**src/rtl/vec_sweep_capture.sv**
```systemverilog
// rtl/vec_sweep_capture.sv - exhaustive input sweep with settle delay and buffered response capture
//
// Drives every vector 0..2^N_W-1 onto a device under observation, holds each one
// for SETTLE cycles, then samples the response into a DEPTH-entry show-ahead FIFO
// that a reader drains through rd_valid/rd_ready.
//
// Optional build macro: SWEEP_MISR_EN adds the misr_sig response signature output.
//
// Ports:
//   CK        in   clock, rising edge
//   reset     in   asynchronous active-low reset
//   start     in   begin a sweep (honoured in IDLE or DONE only)
//   dut_resp  in   [O_W]  observed response
//   vec_out   out  [N_W]  vector currently applied
//   busy      out  high while settling or capturing
//   done      out  high once the last vector has been captured
//   rd_valid  out  FIFO head is valid
//   rd_vec    out  [N_W]  vector field of FIFO head
//   rd_resp   out  [O_W]  response field of FIFO head
//   rd_ready  in   reader accepts the head
//   misr_sig  out  [O_W]  signature over captured responses (SWEEP_MISR_EN only)

module vec_sweep_capture #(
  parameter int N_W    = 1,
  parameter int O_W    = 1,
  parameter int SETTLE = 1,
  parameter int DEPTH  = 4
) (
  input  logic           CK,
  input  logic           reset,
  input  logic           start,
  input  logic [O_W-1:0] dut_resp,
  output logic [N_W-1:0] vec_out,
  output logic           busy,
  output logic           done,
  output logic           rd_valid,
  output logic [N_W-1:0] rd_vec,
  output logic [O_W-1:0] rd_resp,
  input  logic           rd_ready
`ifdef SWEEP_MISR_EN
  ,
  output logic [O_W-1:0] misr_sig
`endif
);

  localparam int AW = $clog2(DEPTH);
  localparam int CW = AW + 1;
  localparam int SW = (SETTLE > 1) ? $clog2(SETTLE) : 1;
  localparam int EW = N_W + O_W;

  typedef enum logic [1:0] {
    S_IDLE    = 2'd0,
    S_SETTLE  = 2'd1,
    S_CAPTURE = 2'd2,
    S_DONE    = 2'd3
  } state_t;

  state_t         state_q, state_d;
  logic [SW-1:0]  cnt_q;
  logic [N_W-1:0] vec_q;
  logic [EW-1:0]  mem [DEPTH];
  logic [AW-1:0]  wr_ptr, rd_ptr;
  logic [CW-1:0]  count;
  logic           push, pop, accept_start, last_vec, settle_end;

  assign last_vec     = (vec_q == {N_W{1'b1}});
  assign settle_end   = (cnt_q == SW'(SETTLE - 1));
  assign accept_start = start && (state_q == S_IDLE || state_q == S_DONE);
  assign rd_valid     = (count != '0);
  assign pop          = rd_valid && rd_ready;
  // A pop in the same cycle frees a slot, so a full FIFO can still accept.
  assign push         = (state_q == S_CAPTURE) && ((count != CW'(DEPTH)) || pop);

  assign vec_out = vec_q;
  assign busy    = (state_q == S_SETTLE) || (state_q == S_CAPTURE);
  assign done    = (state_q == S_DONE);
  assign rd_vec  = mem[rd_ptr][EW-1:O_W];
  assign rd_resp = mem[rd_ptr][O_W-1:0];

  always_ff @(posedge CK or negedge reset) begin
    if (!reset) state_q <= S_IDLE;
    else        state_q <= state_d;
  end

  always_comb begin
    state_d = state_q;
    case (state_q)
      S_IDLE, S_DONE: if (start)      state_d = S_SETTLE;
      S_SETTLE:       if (settle_end) state_d = S_CAPTURE;
      S_CAPTURE:      if (push)       state_d = last_vec ? S_DONE : S_SETTLE;
      default:                        state_d = S_IDLE;
    endcase
  end

  // Vector and settle counter
  always_ff @(posedge CK or negedge reset) begin
    if (!reset) begin
      vec_q <= '0;
      cnt_q <= '0;
    end else if (accept_start) begin
      vec_q <= '0;
      cnt_q <= '0;
    end else if (state_q == S_SETTLE) begin
      cnt_q <= cnt_q + SW'(1);
    end else if (push && !last_vec) begin
      vec_q <= vec_q + N_W'(1);
      cnt_q <= '0;
    end
  end

  // Capture FIFO; storage needs no reset because count gates visibility.
  always_ff @(posedge CK) begin
    if (push) mem[wr_ptr] <= {vec_q, dut_resp};
  end

  always_ff @(posedge CK or negedge reset) begin
    if (!reset) begin
      wr_ptr <= '0;
      rd_ptr <= '0;
      count  <= '0;
    end else begin
      if (push) wr_ptr <= wr_ptr + AW'(1);
      if (pop)  rd_ptr <= rd_ptr + AW'(1);
      case ({push, pop})
        2'b10:   count <= count + CW'(1);
        2'b01:   count <= count - CW'(1);
        default: count <= count;
      endcase
    end
  end

`ifdef SWEEP_MISR_EN
  logic [O_W-1:0] misr_rot;

  generate
    if (O_W == 1) begin : g_rot1
      assign misr_rot = misr_sig;
    end else begin : g_rotn
      assign misr_rot = {misr_sig[O_W-2:0], misr_sig[O_W-1]};
    end
  endgenerate

  always_ff @(posedge CK or negedge reset) begin
    if (!reset)            misr_sig <= '0;
    else if (accept_start) misr_sig <= '0;
    else if (push)         misr_sig <= misr_rot ^ dut_resp;
  end
`endif

endmodule
```
**config.mk**
```make
export PLATFORM = sky130hd
export DESIGN_NAME = vec_sweep_capture
export DESIGN_NICKNAME = d
export VERILOG_FILES = /design/src/rtl/vec_sweep_capture.sv
export SDC_FILE = /design/constraint.sdc
export NUM_CORES = 1
export LEC_CHECK = 0
export CAP_MARGIN = 5
export CORE_UTILIZATION = 50
export DETAILED_ROUTE_END_ITERATION = 10
export DONT_BUFFER_PORTS = 1
export PLACE_DENSITY = 0.69
export SLEW_MARGIN = 20
export SYNTH_ARGS = -nofsm -noshare
export SYNTH_HDL_FRONTEND = slang
export SYNTH_SLANG_ARGS = --single-unit
```
**constraint.sdc**
```tcl
create_clock -name CK -period 2.4 [get_ports CK]
set_input_delay 0.48 -clock CK [delete_from_list [all_inputs] [get_ports CK]]
set_output_delay 0.48 -clock CK [all_outputs]
set_load 0.02 [all_outputs]
```
==> out/results.txt <==
outcome: complete, no violations
clock share of power: 11.8%
RSZ-0062 raised after global routing: false
power density over cell area: 1240 mW/mm²
drt pass-1 iters: 4
Worst Path Required: 2590 ps
Final Critical Period: 1950 ps
DRC viols: 0
sequential fraction of the synthesis area: 48.6%
Fin. Hold Viols: 0
remaining antenna violation count: 0
Starting DRT DRC Count: 11
Synth area leader: dfrtp_1
Synth cell types: 36
Worst-path clk slew: 120 ps
worst r2r src: state_q[0]$_DFFE_PN0P_
Synth warnings: 0
sequential share of power: 41.3%
die area: 0.00231 mm²
starting density of the core: 53.5%
Mapped Area: 0.00106 mm²
Slew HR: 65.5%
Routed WL: 1620 µm
num rows: 16
CP arrival: 2140 ps
Critical Path Start Type: register
Yosys top cell area share: 25.9%
hold crit path type: primary input to register
Setup WS pre-CTS: 451 ps
Placed Instance Area: 0.00110 mm²
R2R depth: 7
worst hold start: dut_resp
Max Freq: 512 MHz
P_sw: 596 µW
VDD IR max: 0.673 mV
gr ovfl total: 0
fin crit share: 81.4%
largest net degree at the start of global routing: 15
CTS tree: built
total CTS buffers: 3
IO buf count: 0
post-DP HPWL: 1260 µm
Clock Tree Buf Depth: 2
Synth area leaders: dfrtp_1 (26%), edfxtp_1 (23%), ha_1 (9.4%), mux4_2 (4.2%), xnor2_1 (3.3%)
syn avg cell area: 11.9 µm²
Pint: 820 µW
Sink Count: 19
number of global-route vias before repair: 643
layout cells sized above 1: 12.8%
R2R setup slack: 450 ps
Final Util: 57.4%
# IOs: 11
Design Area, Final: 0.00114 mm²
Nets: 109
CORE AREA: 0.00198 mm²
classification of the worst setup path: register to register
logic gate share of total power: 46.9%
Static Leak: 0.478 nW
worst clock skew: 5.18 ps
post-CTS sizing: 0
count of pins over their slew limit: 0
CP Capture Point: count[1]$_DFFE_PN0P_
Diodes inserted: 0
total negative slack: 0 ps
routability congestion estimate: 0.793
Crit. Startpoint: state_q[0]$_DFFE_PN0P_
Post-Syn Instances: 89
Via density: 5.50
Max-Cap Viols: 0
initial antenna violation count: 0
first-pass GRT wire length: 2670 µm
worst-path fanout max: 4
routed via count: 665
wire per inst: 13.4 µm
Die Width: 48.1 µm
Total GRT Usage: 17.5%
buffer count from post-CTS setup fixing: 0
measured slew at the worst slew-check pin: 515 ps
Final Setup Violations: 0
Worst Setup End Kind: register
setup ws final: 447 ps
Root Driver: clkbuf_4
switching share of power: 42.1%
post-synthesis register bit count: 19
syn_nets: 103
H-tree lvl count: 1
Worst-Skew Late Latency: 300 ps
Die Height: 48.1 µm
FF-to-FF End: count[1]$_DFFE_PN0P_
P&R area growth vs syn: 7.19%
# hold bufs at CTS: 1
layout by cell type, fill, tap and decap left out, types with 2 or more instances in the layout:
master and n:
dfrtp_1 11, inv_1 9, ha_1 8, edfxtp_1 8
and2_1 5, nor2_1 5, nand2_1 4, xnor2_1 4
nor2b_1 3, clkbuf_4 3, mux4_2 2, o32ai_1 2
o21ai_0 2, a21oi_1 2, nand3_1 2, buf_4 2
cell usage after synthesis:
cell type / n
o32ai_1: 2
edfxtp_1: 8
xor2_1: 1
o31ai_1: 1
nor4b_4: 1
nor2b_1: 3
and2_1: 5
nand2b_1: 1
a21boi_0: 1
a31oi_1: 1
o21ai_0: 2
mux4_2: 2
or4_1: 1
and3_1: 1
ha_1: 8
or2_2: 1
buf_2: 1
nand2_1: 4
nand3_1: 2
o22a_1: 1
nor2_1: 5
or3_1: 1
buf_4: 1
o221ai_1: 1
nor2b_2: 1
inv_1: 9
dfrtp_1: 11
a221oi_1: 1
o41ai_1: 1
nor3b_1: 1
mux2_4: 1
xnor2_1: 4
a21oi_1: 2
fa_1: 1
o21bai_1: 1
a211oi_1: 1
flip-flops by register name, indices dropped and copies added (netlist names):
name / count
mem: 8
count: 3
rd_ptr: 2
state_q: 2
wr_ptr: 2
cnt_q: 1
vec_out: 1
power groups by stage:
stage	logic [mW]	clock network (mW)	registers [mW]
floorplan	0.549	0	0.563
global placement	0.646	0	0.587
detailed placement	0.662	0	0.595
CTS	0.671	0.173	0.587
global route	0.741	0.186	0.605
finish	0.663	0.168	0.585
worst min-delay path by stage:
stage / to / slack, ps / cells past startpoint
after floorplan: cnt_q$_DFFE_PN0P_ / 180 / 0
after global placement: rd_ptr[1]$_DFFE_PN0P_ / 180 / 0
after detailed placement: rd_ptr[1]$_DFFE_PN0P_ / 180 / 0
after CTS: mem[2][0]$_DFFE_PP_ / 260 / 0
after global routing: mem[2][0]$_DFFE_PP_ / 240 / 0
final: mem[2][0]$_DFFE_PP_ / 270 / 0
worst max-delay path, cell delays in order (launching register included):
cell	delay, ps
dfrtp_1	430
inv_1	80
ha_1	220
or2_2	300
fa_1	520
inv_1	50
o21ai_0	150
o31ai_1	100
layout make-up:
| class | instances | area (µm²) |
|---|---|---|
| repair buffers | 3 | 25.0 |
| clock inverters | 1 | 7.51 |
| fillers | 170 | 845 |
| well taps | 27 | 33.8 |
| flip-flops and latches | 19 | 515 |
| multi-input cells | 59 | 499 |
| inverters | 9 | 33.8 |
| clock buffers | 3 | 22.5 |
cell families after synthesis:
logic type / share of synthesized area, %
AND/OR/NAND/NOR: 15.7
buffers and inverters: 4.36
XOR/XNOR: 4.13
flip-flops: 48.6
adder cells (fa/ha/maj): 11.3
multiplexers: 5.66
AO/OA/AOI/OAI: 10.3
metal layers:
layer  vias to the layer above  routed length [µm]  global-route usage, %
li1                        323                   -                      -
met1                       324                 744                   22.4
met2                        14                 772                   27.6
met3                         4                  67                   3.40
met4                         0                  38                   10.0
met5                         -                   0                      0
metrics by stage:
step                hold WS [ps]  std cells  power, mW
finish                       265        121       1.42
CTS                          257        121       1.43
global placement             185        116       1.23
detailed placement           185        116       1.26
floorplan                    184         89       1.11
global route                 241        121       1.53
No activity file was read; power rests on OpenSTA's default activity.
==> edit (same flow settings) <==
Build with the macro `SWEEP_MISR_EN` defined.
--- a/src/rtl/vec_sweep_capture.sv
+++ b/src/rtl/vec_sweep_capture.sv
@@ -20,4 +20,6 @@
 //   rd_ready  in   reader accepts the head
 //   misr_sig  out  [O_W]  signature over captured responses (SWEEP_MISR_EN only)
+
+`define SWEEP_MISR_EN
 
 module vec_sweep_capture #(
Behaviour (old outputs only; new: misr_sig): unchanged (Yosys induction, for registers that start in step).
==> edit against the original RTL <==
  * Design area up 3.7%
  * Routed wire length is 15% higher
  * Total power grew 4.1%
  * Setup slack worse by 0.19 ns
  * Sequential cell count increased by 1
  * Largest power group unchanged
  * Maximum frequency fell by 8.9%
  * Synthesized area up 4.5%
  * Highest routed layer unchanged
==> edit: results (changes against the original RTL) <==
| Metric | Value |
|---|---|
| NonClk Buf Share | 0.0212 (-0.000793) |
| #FFs+latches synth | 20 (+1) |
| WL/cell | 15.0 um (+12%) |
| Cells after Synth | 93 (+4.5%) |
| Met2 GRT Util | 0.311 (+0.0348) |
| Clock latency on the worst-skew pair | 0.29 ns |
| Syn_nets | 107 (+3.9%) |
| Final instance area | 1180 sq um (+3.7%) |
| Most common library cells after synthesis | 12 x dfrtp_1, 8 x edfxtp_1, 8 x ha_1, 8 x inv_1, 5 x and2_1 |
| Post-Layout Cell Count | 124 (+2.5%) |
| Multi-input gates | 62 (+5.1%) |
| DR WL met3 | 44 um (-34%) |
| Global Route met3 Usage | 0.0312 (-0.00281) |
| Overall power | 1470 uW (+4.1%) |
| Maximum vdd drop | 0.000696 V (+3.4%) |
| Distinct cell type count after synthesis | 37 (+2.8%) |
| Detail Route met2 WL | 943 um (+22%) |
| Tot GR Track Use | 0.179 (+0.00415) |
| Synth async-reset ratio | 0.600 (+0.0211) |
| Worst path arrival time | 2.36 ns (+0.22 ns) |
| Clock buffer cells | 4 (+1) |
| Top area cells in the synthesized netlist | dfrtp_1 27%, edfxtp_1 22%, ha_1 9.0%, mux4_2 4.1%, and2_1 2.8% |
| Fraction of the yosys area taken by sequential cells | 0.488 (+0.00174) |
| Clock Power Share | 0.108 (-0.010) |
| Clk tree area frac | 0.0223 (-0.00413) |
| GP Congestion | 0.766 (-3.5%) |
| Die ar. | 2410 sq um (+4.3%) |
| Inverters | 8 (-1) |
| Setup Skew | 0.00410 ns (-0.00108 ns) |
| Leak | 0.000493 uW (+3.2%) |
| Routed metal-1 wire length | 863 um (+16%) |
| Global-route wire length before repair | 3.19 mm (+20%) |
| Switch Pwr | 612 uW (+2.7%) |
| Placed cell areas | 1140 sq um (+4.2%) |
| CP max stage cell | dfrtp_1 |
| Slew HR | 0.623 (-0.0326) |
| DR iter-0 viols | 9 (-2) |
| Met1 Use GR | 0.224 (-0.000277) |
| Outcome | complete, no violations |
| Crit path largest cell delay | 0.47 ns (-0.05 ns) |
edit: cells by family (layout without fill, tap and decap cells):
logic type	Yosys count	in the layout	synth area share
AOI/OAI and AO/OA	17	17	0.114
xor gates and xnor gates	5	5	0.0395
adders and majority gates	9	9	0.108
buffers and inverters	11	15	0.0395
DFF	20	20	0.488
muxes	3	3	0.0542
and+or+nand+nor	28	28	0.157
edit: path summary, 6_finish.rpt:
path | from | endpoint | slack, ns | cells past startpoint
worst max-delay path | count[1] | count[1] | 0.26 | 7
worst min-delay path | dut_resp | mem[0][0] | 0.28 | 0
worst max register to register | count[1] | count[1] | 0.26 | 7
worst min register to register | rd_ptr[1] | rd_ptr[1] | 0.54 | 1
max in group asynchronous | reset | wr_ptr[1] | 1.42 | 1
min in group asynchronous | reset | misr_sig | 0.61 | 1
edit: timing repair:
action                                 in CTS  in global routing
endpoints found under the hold margin      12                  0
hold buffers                                1                  0
setup endpoints to repair                   0                  0
